File: src/rtl/spi_xfer_arbiter.sv
// Round-robin arbiter that shares one SPI main between N_REQ requesters, sequencing
// grant, start pulse, done handshake and a one-cycle response, with a watchdog abort.
module spi_xfer_arbiter #(
  parameter int unsigned N_REQ       = 2,
  parameter int unsigned DATA_W      = 128,
  parameter int unsigned TIMEOUT_CYC = 4096
) (
  input  logic                    clk,
  input  logic                    rst,
  input  logic [N_REQ-1:0]        req,
  input  logic [N_REQ*DATA_W-1:0] tx_flat,
  output logic [N_REQ-1:0]        gnt,
  output logic [N_REQ-1:0]        rsp_valid,
  output logic [DATA_W-1:0]       rsp_data,
  output logic                    rsp_err,
  output logic                    spi_start,
  output logic [DATA_W-1:0]       spi_tx,
  input  logic [DATA_W-1:0]       spi_rx,
  input  logic                    spi_done
);

  localparam int unsigned IDX_W  = (N_REQ > 1) ? $clog2(N_REQ) : 1;
  localparam int unsigned WDOG_W = $clog2(TIMEOUT_CYC);

  localparam logic [IDX_W-1:0]  LastIdx  = IDX_W'(N_REQ - 1);
  localparam logic [WDOG_W-1:0] WdogLast = WDOG_W'(TIMEOUT_CYC - 1);

  localparam logic [2:0] StIdle     = 3'd0;
  localparam logic [2:0] StLaunch   = 3'd1;
  localparam logic [2:0] StWaitAck  = 3'd2;
  localparam logic [2:0] StWaitDone = 3'd3;
  localparam logic [2:0] StResp     = 3'd4;

  logic [2:0]        state_q, state_d;
  logic [IDX_W-1:0]  rr_ptr_q, rr_ptr_d;
  logic [IDX_W-1:0]  owner_q, owner_d;
  logic [WDOG_W-1:0] wdog_q, wdog_d;
  logic [N_REQ-1:0]  gnt_q, gnt_d;
  logic [N_REQ-1:0]  vld_q, vld_d;
  logic              err_q, err_d;
  logic              start_q, start_d;
  logic [DATA_W-1:0] data_q, data_d;
  logic [DATA_W-1:0] tx_q, tx_d;

  logic              pick_found;
  logic [IDX_W-1:0]  pick_idx;
  logic [N_REQ-1:0]  pick_onehot;
  int                cand;

  // Scan from the highest rotation offset down so the lowest offset from rr_ptr wins.
  always_comb begin
    pick_found  = 1'b0;
    pick_idx    = '0;
    cand        = 0;
    for (int k = int'(N_REQ) - 1; k >= 0; k--) begin
      cand = int'(rr_ptr_q) + k;
      if (cand >= int'(N_REQ)) begin
        cand = cand - int'(N_REQ);
      end
      if (req[cand[IDX_W-1:0]]) begin
        pick_found = 1'b1;
        pick_idx   = cand[IDX_W-1:0];
      end
    end
    pick_onehot           = '0;
    pick_onehot[pick_idx] = 1'b1;
  end

  always_comb begin
    state_d  = state_q;
    rr_ptr_d = rr_ptr_q;
    owner_d  = owner_q;
    wdog_d   = wdog_q;
    gnt_d    = gnt_q;
    vld_d    = '0;
    err_d    = 1'b0;
    start_d  = 1'b0;
    data_d   = data_q;
    tx_d     = tx_q;
    case (state_q)
      StIdle: begin
        if (pick_found) begin
          owner_d = pick_idx;
          gnt_d   = pick_onehot;
          tx_d    = tx_flat[pick_idx*DATA_W +: DATA_W];
          start_d = 1'b1;
          state_d = StLaunch;
        end
      end
      StLaunch: begin
        wdog_d  = '0;
        state_d = StWaitAck;
      end
      StWaitAck, StWaitDone: begin
        if (wdog_q != WdogLast) begin
          wdog_d = wdog_q + 1'b1;
        end
        // A done seen in WaitDone beats a watchdog expiry in the same cycle.
        if (state_q == StWaitDone && spi_done) begin
          data_d  = spi_rx;
          vld_d   = gnt_q;
          state_d = StResp;
        end else if (wdog_q == WdogLast) begin
          data_d  = '0;
          err_d   = 1'b1;
          vld_d   = gnt_q;
          state_d = StResp;
        end else if (state_q == StWaitAck && !spi_done) begin
          state_d = StWaitDone;
        end
      end
      StResp: begin
        gnt_d    = '0;
        rr_ptr_d = (owner_q == LastIdx) ? '0 : owner_q + 1'b1;
        state_d  = StIdle;
      end
      default: begin
        gnt_d   = '0;
        state_d = StIdle;
      end
    endcase
  end

  always_ff @(posedge clk or posedge rst) begin
    if (rst) begin
      state_q  <= StIdle;
      rr_ptr_q <= '0;
      owner_q  <= '0;
      wdog_q   <= '0;
      gnt_q    <= '0;
      vld_q    <= '0;
      err_q    <= 1'b0;
      start_q  <= 1'b0;
      data_q   <= '0;
      tx_q     <= '0;
    end else begin
      state_q  <= state_d;
      rr_ptr_q <= rr_ptr_d;
      owner_q  <= owner_d;
      wdog_q   <= wdog_d;
      gnt_q    <= gnt_d;
      vld_q    <= vld_d;
      err_q    <= err_d;
      start_q  <= start_d;
      data_q   <= data_d;
      tx_q     <= tx_d;
    end
  end

  assign gnt       = gnt_q;
  assign rsp_valid = vld_q;
  assign rsp_err   = err_q;
  assign rsp_data  = data_q;
  assign spi_start = start_q;
  assign spi_tx    = tx_q;

endmodule

File: config.mk
export PLATFORM = sky130hd
export DESIGN_NAME = spi_xfer_arbiter
export DESIGN_NICKNAME = d
export VERILOG_FILES = /design/src/rtl/spi_xfer_arbiter.sv
export SDC_FILE = /design/constraint.sdc
export NUM_CORES = 1
export LEC_CHECK = 0
export ABC_AREA = 1
export CORE_AREA = 2 2 256 258
export CTS_CLUSTER_DIAMETER = 50
export CTS_CLUSTER_SIZE = 30
export DETAILED_ROUTE_END_ITERATION = 6
export DIE_AREA = 0 0 258 260
export PLACE_DENSITY = 0.43
export RECOVER_POWER = 25
export SLEW_MARGIN = 20
export SYNTH_ARGS = -nofsm -noshare
export SYNTH_HDL_FRONTEND = slang
export SYNTH_SLANG_ARGS = --single-unit
File: constraint.sdc
create_clock -name clk -period 17.15 [get_ports clk]
set_clock_uncertainty 0.05 [all_clocks]
set_input_delay 4.2875 -clock clk [delete_from_list [all_inputs] [get_ports clk]]
set_output_delay 4.2875 -clock clk [all_outputs]
set_load 0.01 [all_outputs]
# == Yosys cells after proc, flatten, opt, wreduce, memory -nomap -nowiden ==
# Index checks and enable logic that the tools add are counted.
# classes
n_eq_ne,9
shifts,1
n_mux,32
n_lt_le_gt_ge,6
bitwise,1
addsub,5
reduce_logical,14
# op_table
op,n
128-bit 2-to-1 mux,2
256-bit by 9-bit variable part select with 128-bit output,1
12-bit one-hot mux with 2 select lines,1
1-bit 2-to-1 mux,17
12-bit by 1-bit adder with 12-bit output (second input constant),1
12-bit equality test (second input constant),1
12-bit 2-to-1 mux,1
3-bit 2-to-1 mux,4
12-bit != test (second input constant),1
2-bit AND reduction,5
3-bit one-hot mux with 3 select lines,1
2-bit 2-to-1 mux,4
3-bit by 2-bit equality test with 1-bit output (second input constant),2
1-bit by 2-bit less-than comparator with 1-bit output (second input constant),3
2-bit != test (second input constant),2
4-bit != test (second input constant),1
2-bit one-hot mux with 2 select lines,1
2-bit nonzero test,2
3-bit by 1-bit equality test with 1-bit output (second input constant),1
3-bit equality test (second input constant),1
1-bit logical AND,3
3-bit logical NOT,1
3-bit OR reduction,1
1-bit by 1-bit adder with 2-bit output (second input constant),1
other kinds (9),10
# totals
reg_bits,279
inputBits,389
output_inout_bits,262

# == Longest topological paths before layout ==
# Gate-level depths: netlist of run 1.
# logic_depth
ltp_word,13
ltp_mapped,10
mapped_depth_nobuf,8

# == Worst setup path before layout of run 1 ==
# No wires, ideal clock.
# synth_timing
path_type,in2reg
start,input port req[0]
end,"register tx_q[0], in the netlist spi_tx[0]"
t_arrival_ns,5.071
setup_ns,0.079
t_required_ns,17.021
setup_slack_ns,11.949
cell_stages,7
path_buffers,2
cell_sequence,inv_1 o21ai_2 inv_1 buf_4 clkbuf_1 nand2_1 a2bb2oi_1
# synth_via
elab_chain_cells,5
elab_cells_between_ends,10
classes_between,1 x shift; 8 x mux; 1 x reduce/logical
# synth_rtl
element,line,text
start: declaration,10,"input logic [N_REQ-1:0] req,"
1-bit 2-to-1 mux (not written as such) (2 in series),60,if (req[cand[IDX_W-1:0]]) begin
1-bit 2-to-1 mux (2 in series),60,
256-bit by 9-bit variable part select with 128-bit output or 2-bit AND reduction (tied branches),--,
end signal: assignment,146,tx_q <= tx_d;
end: declaration,43,"logic [DATA_W-1:0] tx_q, tx_d;"
# Parallel ways exist; a longest one is shown, timed or not. The select of a mux whose other input is x is not followed.
# A chain may end at the register's enable or synchronous reset.

# == Worst setup path in the final report of run 1 ==
# layout_timing
start,input port req[0]
end,"register tx_q[121], in the netlist spi_tx[121]"
# The elaborated chain is that of the path after synthesis.

==> reports/metrics.cfg, run 1 <==
[run_status]
outcome = complete, but fails checks
violations = max-capacitance violations, max-slew violations

[clock_tree]
ctsHoldBuffers = 0
ctsRootBufferMaster = clkbuf_16
post_cts_resized = 0
cts.path.max_buffers = 3
cts.clk_slew.worst_paths_ns = 0.05
cts_tree = done
htreeDepth = 2
clock-sinks = 279
post_cts_buffers = 0
clk_latency_ns = 0.55
cts_made_buffers = 45

[worst_setup_path]
r2r_slack_ns = 11.08
crit_type = in -> reg
r2r-end = spi_tx[121]
start_kind = input port
endpoint_kind = register
critPathRequiredTime_ns = 17.53
critical_path.top_delay_family = buffers and inverters
cpMaxStageDelayCell = clkinvlp_2
crit_arrival_ns = 10.60
crit_chain = dlygate4sd3_1, o21ai_0, clkbuf_1, clkinvlp_2, buf_4, a2bb2oi_1
r2r_start = state_q[0]
cp_max_fo = 76
critical-path-max-stage-delay_ns = 2.29
reg2reg_depth = 8
cp_num_buf_inv = 4

[detailed_routing]
dr.pass1.iters = 6
viasPerCell = 4.152
routed_wl_mm = 53.56
drt-wirelength-per-cell_um = 19.20
vias = 11590
drc_errors = 0
initialDrtViolationCount = 599
antenna_left = 0

[power_and_ir_drop]
power_mw = 3.712
p_sw_mw = 1.263
p_sw_frac = 0.3404
peakVddDrop_v = 0.00007127
p_int_mw = 2.448
pwr-share-comb = 0.429
seqPwrFrac = 0.307
power_frac_clock = 0.264
powerDensity_nw_per_um2 = 179.5
p_leak_nw = 8.963

[floorplan]
ios = 651
die-area_um2 = 67080
die_h_um = 260
die_w_um = 258
rows = 93
initial_core_util = 0.1854
fp.coreArea_um2 = 64120

[synthesis]
synth_cell_type_count = 28
syn_area_um2 = 11890
yosysWarnings = 0
async_reset_ff_frac = 1.000
syn_area_per_cell_um2 = 9.368
ys_seq_elements = 279
syn_inst = 1269
seq_area_frac_synth = 0.5873
synth_edf_count = 0
synthFlopType = dfrtp_1
syn_nets = 1659

[global_routing]
grt_start_max_net_pins = 97
grt-ovfl-total = 0
antenna_found_initial = 17
grt_pass1_vias = 11900
grtUsageTotal = 0.1521
grt_pass1_wl_mm = 77.80

[placed_design]
place_congestion = 0.8417
dp_hpwl_mm = 38.71
port-buffer-count = 650
pre_cts_ws_ns = 9.815

[min_path]
hp-class = reg -> reg
hold_end = rr_ptr_q
min_path_cells = 1
hp-start = owner_q

[cells_and_area]
area_delta_synth_final_pct = 73.95
drive_gt1_frac = 0.05599
final_common_cell = clkdlybuf4s50_1
final_cell_mix = clkdlybuf4s50_1, nand2_1, dfrtp_1, a21oi_1, a2bb2oi_1
fin_nets = 2283

[sta]
drv_slew = 241
max_slew_margin = -1.973
timing.final.crit_share = 0.5962
setup_tns_ns = 0
fmax_ghz = 0.09780
tightest_slew_ns = 4.434
hold_viol_final = 0
rsz0062_at_grt = no
fin_crit_ns = 10.22
setup_viol = 0
layout_setup_ws_ns = 6.925

[run]
max_cap_violations = 4

==> layer usage <==
layer / vias to the layer above / track usage / part of all wire
met4: 14 / 0.05331 / 0.026
met1: 5511 / 0.1712 / 0.38
li1: 5479 / - / -
met2: 479 / 0.2604 / 0.50
met5: - / 0 / 0.0014
met3: 102 / 0.06101 / 0.096
==> sequential cells by signal (all words and copies together) (netlist names) <==
name / cells
gnt: 2
owner_q: 1
rr_ptr_q: 1
rsp_data: 128
rsp_err: 1
rsp_valid: 2
spi_start: 1
spi_tx: 128
state_q: 3
wdog_q: 12
==> worst max path at each step <==
stage,from,endpoint,slack [ns],cells past startpoint
2_1_floorplan,rst,gnt[0],5.12,1
3_3_place_gp,req[1],spi_tx[74],9.89,5
3_5_place_dp,req[1],spi_tx[121],9.81,5
4_1_cts,req[1],spi_tx[121],10.42,5
5_1_grt,req[0],spi_tx[91],6.44,6
6_report,req[0],spi_tx[121],6.93,6
==> per-stage QoR <==
step / hold WS (ns) / util / area, um2 / cells
after floorplan: 0.3859 / - / 11890 / 1269
after global placement: 0.3969 / 0.2974 / 19070 / 2699
after detailed placement: 0.4040 / 0.2974 / 19070 / 2699
after CTS: 0.4161 / 0.3227 / 20690 / 2782
after global routing: 0.4380 / 0.3225 / 20680 / 2789
final: 0.4141 / 0.3225 / 20680 / 2790
==> cell families after synthesis <==
logic type | Yosys count | share of synthesized area
DFF | 279 | 0.5873
xor gates and xnor gates | 2 | 0.001474
buffers and inverters | 111 | 0.04989
AOI/OAI and AO/OA | 274 | 0.1630
adders and majority gates | 1 | 0.001052
and+or+nand+nor | 602 | 0.1972
==> final cells by class <==
cell class,instances,area [um2]
Fill cell,6610,43440
Sequential cell,279,6982
Timing Repair Buffer,662,6613
Multi-Input combinational cell,879,4272
Clock buffer,56,1260
Tap cell,855,1070
Clock inverter,27,364.1
Inverter,26,103.9
Antenna cell,6,15.01
==> cell usage after synthesis, types with 4 or more instances <==
cell type,number,area share
o21ai_0,13,0.0055
nor2_4,4,0.0038
dfrtp_1,279,0.59
clkbuf_1,16,0.0051
nand3_1,21,0.0088
nor2_1,15,0.0047
buf_4,6,0.0038
a2bb2oi_1,118,0.087
buf_6,12,0.011
a21oi_1,128,0.054
buf_2,51,0.021
nand2_1,554,0.17
inv_1,23,0.0073
a2bb2oi_2,10,0.013
==> worst register-to-register path, delay by kind of cell (launching register included) <==
family,cells,cell delay (ns)
buffers and inverters,4,4.49
AO/OA/AOI/OAI,2,0.81
flip-flops,1,0.41
AND/OR/NAND/NOR,2,0.18
==> power by group through the flow <==
stage	Clock, mW	Sequential, mW	Combinational (mW)
global route	1.04	1.18	1.72
floorplan	0	1.27	0.595
detailed placement	0	1.15	1.62
finish	0.980	1.14	1.59
global placement	0	1.14	1.61
CTS	1.02	1.15	1.62
(Power assumes the default switching activity.)
==> inputs of run 2 (changes only) <==
==> constraint.sdc (replaced) <==
create_clock -name clk -period 9.7 [get_ports clk]
set_clock_uncertainty 0.05 [all_clocks]
set_input_delay 2.425 -clock clk [delete_from_list [all_inputs] [get_ports clk]]
set_output_delay 2.425 -clock clk [all_outputs]
set_load 0.01 [all_outputs]
==> run 2 against run 1 <==
Effect of this change:
- the run still ends with max-capacitance violations, max-slew violations left
- power up 77%
- utilization about the same
- worst hold slack got worse by 0.0018 ns
- largest cell class unchanged
- via count down 0.21%
==> reports/metrics.cfg, run 2 (synthesis results as in run 1) <==
[placed_design]
port-buffer-count = 650  ; unchanged
place_congestion = 0.8507  ; was 0.8417
dp_hpwl_mm = 39.40  ; was 38.71 mm
dp_cells = 2700  ; was 2,699
pre_cts_ws_ns = 4.482  ; was 9.815 ns

[sta]
setup_viol = 0  ; unchanged
tightest_slew_ns = 2.731  ; was 4.434 ns
setup_tns_ns = 0  ; unchanged
drv_slew = 88  ; was 241
timing.final.crit_share = 0.5834
fmax_ghz = 0.1767
layout_setup_ws_ns = 4.041  ; was 6.925 ns
rsz0062_at_grt = no  ; unchanged
fin_crit_ns = 5.659
max_slew_margin = -0.8207  ; was -1.973
hold_viol_final = 0  ; unchanged

[floorplan]
ios = 651  ; unchanged
die-area_um2 = 67080  ; unchanged
initial_core_util = 0.1854  ; unchanged
die_w_um = 258  ; unchanged
rows = 93  ; unchanged
die_h_um = 260  ; unchanged
fp.coreArea_um2 = 64120  ; unchanged

[global_routing]
antenna_found_initial = 30  ; was 17
grt_start_max_net_pins = 163  ; was 97
grt-ovfl-total = 0  ; unchanged
grt_pass1_wl_mm = 79.05  ; was 77.80 mm
grtUsageTotal = 0.1562  ; was 0.1521
grt_pass1_vias = 11840  ; was 11,900

[clock_tree]
cts.path.max_buffers = 3  ; unchanged
post_cts_buffers = 0  ; unchanged
ctsHoldBuffers = 0  ; unchanged
cts_tree = done  ; unchanged
post_cts_resized = 0  ; unchanged
htreeDepth = 2  ; unchanged
cts.clk_slew.worst_paths_ns = 0.05  ; about the same
ctsRootBufferMaster = clkbuf_16  ; unchanged
clk_latency_ns = 0.57  ; was 0.55 ns
cts_made_buffers = 47  ; was 45
clock-sinks = 279  ; unchanged

[detailed_routing]
dr.pass1.iters = 5  ; was 6
antenna_left = 0  ; unchanged
initialDrtViolationCount = 563  ; was 599
drt-wirelength-per-cell_um = 19.63  ; was 19.20 um
routed_wl_mm = 54.77  ; was 53.56 mm
drc_errors = 0  ; unchanged
viasPerCell = 4.144  ; was 4.152
vias = 11560  ; was 11,590

[cells_and_area]
final_common_cell = clkdlybuf4s50_1  ; unchanged
final_cell_mix = clkdlybuf4s50_1, nand2_1, dfrtp_1, a21oi_1, a2bb2oi_1  ; unchanged
drive_gt1_frac = 0.05852  ; was 0.05599
area_delta_synth_final_pct = 74.19  ; was 73.95%
layout.cells.non_filler = 2790  ; unchanged
fin_nets = 2285  ; was 2,283

[worst_setup_path]
crit_type = in -> async  ; was in -> reg
critPathRequiredTime_ns = 10.19  ; was 17.53 ns
start_kind = input port  ; unchanged
crit_chain = dlygate4sd3_1, clkinvlp_4, clkbuf_1, buf_4  ; was dlygate4sd3_1, o21ai_0, clkbuf_1, clkinvlp_2, buf_4, a2bb2oi_1
critical_path.top_delay_family = buffers and inverters  ; unchanged
endpoint_kind = asynchronous set/reset pin  ; was register
cp_num_buf_inv = 4  ; unchanged
cpMaxStageDelayCell = clkbuf_1  ; was clkinvlp_2
critical-path-max-stage-delay_ns = 1.92  ; was 2.29 ns
crit_arrival_ns = 6.14  ; was 10.60 ns
cp_max_fo = 71  ; was 76

[power_and_ir_drop]
p_leak_nw = 8.949  ; was 8.963 nW
powerDensity_nw_per_um2 = 317.0  ; was 179.5 nW/um2
peakVddDrop_v = 0.0001356  ; was 0.00007127 V
power_mw = 6.565  ; was 3.712 mW

[run_status]
violations = max-capacitance violations, max-slew violations  ; unchanged
outcome = complete, but fails checks  ; unchanged

[min_path]
hp-class = reg -> reg  ; unchanged

[run]
max_cap_violations = 2  ; was 4

==> run 2: cell types whose count changed in the layout (fill, tap and decap cells not counted), sizes merged, moves of 2 or more <==
cell and delta:
diode -2, clkbuf +2, clkdlybuf4s50 +25, clkinv +5, dlygate4sd3 -25, inv -3
==> run 2: layout make-up <==
cell class	instances	area, um2
Fill cell	6661	43410
Multi-Input combinational cell	879	4302
Timing Repair Buffer	662	6609
Clock inverter	27	337.8
Clock buffer	58	1289
Sequential cell	279	6982
Antenna cell	4	10.01
Inverter	26	108.9
Tap cell	855	1070
==> run 2: path summary, 6_finish.rpt <==
check / end / start / depth (start not counted) / slack [ns]
max: spi_tx[45] / rst / 4 / 4.04
min: rr_ptr_q / owner_q / 1 / 0.41
max reg2reg: rsp_data[27] / wdog_q[0] / 9 / 6.60
min reg2reg: rr_ptr_q / owner_q / 1 / 0.41
max in group clk: spi_tx[93] / req[0] / 7 / 4.99
min in group asynchronous: rsp_data[59] / rst / 3 / 3.21
==> run 2: worst reg2reg max path, cell delays in order, from the launching register on <==
cell,delay (ns)
dfrtp_1,0.41
ha_1,0.26
nand2_1,0.10
nor2_1,0.35
nand4_2,0.16
nand2_1,0.12
clkinv_2,0.51
buf_4,0.67
nand2_1,0.30
nand2_1,0.07
==> run 2: report_power, final <==
group / total, mW / switching (mW) / internal, mW
clock network: 1.73 / 0.624 / 1.11
logic: 2.82 / 1.32 / 1.50
registers: 2.02 / 0.310 / 1.71
==> run 2: metrics by stage <==
stage | hold WS [ns] | cell area (um2) | utilization
after floorplan | 0.3859 | 11890 | -
after global placement | 0.3993 | 19080 | 0.2976
after detailed placement | 0.4037 | 19080 | 0.2976
after CTS | 0.4169 | 20710 | 0.3230
after global routing | 0.4352 | 20700 | 0.3229
final | 0.4123 | 20710 | 0.3230
==> run 2: per-layer routing <==
metal / wire, um / vias up / track usage
met2: 26440 / 500 / 0.2642
li1: - / 5470 / -
met1: 21040 / 5441 / 0.1753
met5: 181 / - / 0
met3: 5644 / 124 / 0.07154
met4: 1462 / 26 / 0.04785
==> inputs of run 3 (changes only) <==
--- a/config.mk
+++ b/config.mk
@@ -11,7 +11,7 @@
 export CTS_CLUSTER_SIZE = 30
 export DETAILED_ROUTE_END_ITERATION = 6
 export DIE_AREA = 0 0 258 260
-export PLACE_DENSITY = 0.43
+export PLACE_DENSITY = 0.45
 export RECOVER_POWER = 25
 export SLEW_MARGIN = 20
 export SYNTH_ARGS = -nofsm -noshare
==> constraint.sdc (replaced) <==
create_clock -name clk -period 5.1 [get_ports clk]
set_clock_uncertainty 0.05 [all_clocks]
set_input_delay 1.275 -clock clk [delete_from_list [all_inputs] [get_ports clk]]
set_output_delay 1.275 -clock clk [all_outputs]
set_load 0.01 [all_outputs]
==> run 3 against run 2 <==
Effect of this change:
- the run still ends with max-capacitance violations, max-slew violations left
- count of clock-buffer cells in the layout is 1 lower
- register-to-register slack got worse by 4.4 ns
- die area is the same
- global-route usage decreased by 0.58 points
- worst hold slack improved by 0.0036 ns
- sequential cell count is the same
- sequential power is 90% higher
- power grew 93%
- critical path depth shrank 1
- first-iteration DRC count is 26% lower
- non-clock buffer count up 5
- sequential share of layout area shrank 0.31 points
- critical endpoint is now spi_tx[51]
- largest power group unchanged
==> reports/metrics.cfg, run 3 (synthesis results as in run 1) <==
[detailed_routing]
dr.pass1.iters = 4  ; was 5
drc_errors = 0  ; unchanged
initialDrtViolationCount = 417  ; was 563
drt-wirelength-per-cell_um = 18.68  ; was 19.63 um
routed_wl_mm = 52.29  ; was 54.77 mm
viasPerCell = 4.142  ; was 4.144
vias = 11600  ; was 11,560
antenna_left = 0  ; unchanged

[placed_design]
dp_hpwl_mm = 37.78  ; was 39.40 mm
pre_cts_ws_ns = 1.300  ; was 4.482 ns
port-buffer-count = 650  ; unchanged
dp_cells = 2706  ; was 2,700
place_congestion = 0.8225  ; was 0.8507

[clock_tree]
cts.clk_slew.worst_paths_ns = 0.05  ; about the same
post_cts_resized = 0  ; unchanged
post_cts_buffers = 0  ; unchanged
htreeDepth = 2  ; unchanged
ctsRootBufferMaster = clkbuf_16  ; unchanged
clock-sinks = 279  ; unchanged
cts.path.max_buffers = 3  ; unchanged
cts_tree = done  ; unchanged
ctsHoldBuffers = 0  ; unchanged
clk_latency_ns = 0.57  ; about the same
cts_made_buffers = 49  ; was 47

[run_status]
outcome = complete, but fails checks  ; unchanged
violations = max-capacitance violations, max-slew violations  ; unchanged

[floorplan]
initial_core_util = 0.1854  ; unchanged
die_h_um = 260  ; unchanged
rows = 93  ; unchanged
fp.coreArea_um2 = 64120  ; unchanged
die-area_um2 = 67080  ; unchanged
die_w_um = 258  ; unchanged
ios = 651  ; unchanged

[sta]
timing.final.crit_share = 0.6993
rsz0062_at_grt = no  ; unchanged
fin_crit_ns = 3.567
fmax_ghz = 0.2804
layout_setup_ws_ns = 1.533  ; was 4.041 ns
drv_slew = 81  ; was 88
setup_tns_ns = 0  ; unchanged
tightest_slew_ns = 2.206  ; was 2.731 ns
hold_viol_final = 0  ; unchanged
max_slew_margin = -0.4706  ; was -0.8207
setup_viol = 0  ; unchanged

[global_routing]
grt_pass1_wl_mm = 77.77  ; was 79.05 mm
grtUsageTotal = 0.1504  ; was 0.1562
grt-ovfl-total = 0  ; unchanged
antenna_found_initial = 12  ; was 30
grt_start_max_net_pins = 130  ; was 163
grt_pass1_vias = 12300  ; was 11,840

[worst_setup_path]
endpoint_kind = asynchronous set/reset pin  ; unchanged
cpMaxStageDelayCell = clkbuf_2  ; was clkbuf_1
critPathRequiredTime_ns = 5.26  ; was 10.19 ns
critical-path-max-stage-delay_ns = 1.54  ; was 1.92 ns
start_kind = input port  ; unchanged
crit_type = in -> async  ; unchanged
crit_arrival_ns = 3.73  ; was 6.14 ns
crit_chain = dlygate4sd3_1, clkinvlp_2, clkbuf_2  ; was dlygate4sd3_1, clkinvlp_4, clkbuf_1, buf_4
cp_max_fo = 80  ; was 71

[run]
max_cap_violations = 1  ; was 2

[min_path]
hp-class = reg -> reg  ; unchanged

[cells_and_area]
fillers = 6573  ; was 6,661
ff_latch_area_um2 = 6982  ; unchanged
drive_gt1_frac = 0.06495  ; was 0.05852
fin_nets = 2292  ; was 2,285
final_common_cell = clkdlybuf4s50_1  ; unchanged
area_delta_synth_final_pct = 75.79  ; was 74.19%
multiInputGateArea_um2 = 4302  ; unchanged
final_cell_mix = clkdlybuf4s50_1, nand2_1, dfrtp_1, a21oi_1, a2bb2oi_1  ; unchanged
layout.cells.non_filler = 2800  ; was 2,790

[power_and_ir_drop]
peakVddDrop_v = 0.0002811  ; was 0.0001356 V
p_leak_nw = 9.056  ; was 8.949 nW
powerDensity_nw_per_um2 = 605.3  ; was 317.0 nW/um2

==> run 3: critical path: cells and delay by family <==
family / cells / cell delay (ns)
buffers and inverters: 3 / 2.31
==> run 3: final cells by class <==
type	instances	area share
clock buffer	57	0.06251
sequential	279	0.3341
clock inverter	32	0.01976
timing repair buffer	667	0.3209
multi-input combinational	879	0.2058
inverter	26	0.005089
antenna	5	0.0005987
tap	855	0.05119
==> run 3: worst paths after layout <==
check,start,endpoint,slack (ns),cells after the start
max reg2reg,wdog_q[0],rsp_data[59],2.25,10
max,rst,spi_tx[51],1.53,3
min,rsp_data[84],rsp_data[84],0.42,2
min reg2reg,rsp_data[84],rsp_data[84],0.42,2
max in group clk,spi_done,rsp_data[59],1.75,10
min in group asynchronous,rst,spi_tx[96],1.41,3
==> run 3: per-layer routing <==
| layer | track usage | vias to the layer above | wire (um) | part of all wire |
|---|---|---|---|---|
| met5 | 0 | - | 102 | 0.0020 |
| met4 | 0.04689 | 14 | 1303 | 0.025 |
| met3 | 0.05770 | 90 | 4699 | 0.090 |
| met2 | 0.2629 | 457 | 25940 | 0.50 |
| met1 | 0.1686 | 5548 | 20250 | 0.39 |
| li1 | - | 5488 | - | - |
==> run 3: per-stage QoR <==
| step | power [mW] | util | instance area, um2 | hold WS [ns] |
|---|---|---|---|---|
| after floorplan | 6.259 | - | 11890 | 0.3859 |
| after global placement | 9.296 | 0.2995 | 19200 | 0.3947 |
| after detailed placement | 9.325 | 0.2995 | 19200 | 0.4076 |
| after CTS | 12.89 | 0.3263 | 20920 | 0.4213 |
| after global routing | 13.44 | 0.3258 | 20890 | 0.4391 |
| final | 12.65 | 0.3259 | 20900 | 0.4159 |
==> run 3: report_power, final <==
part | leakage [nW] | internal, mW | switching [mW]
registers | 3.34 | 3.24 | 0.582
clock network | 0.839 | 2.21 | 1.24
logic | 4.88 | 2.88 | 2.49
total | 9.06 | 8.34 | 4.31
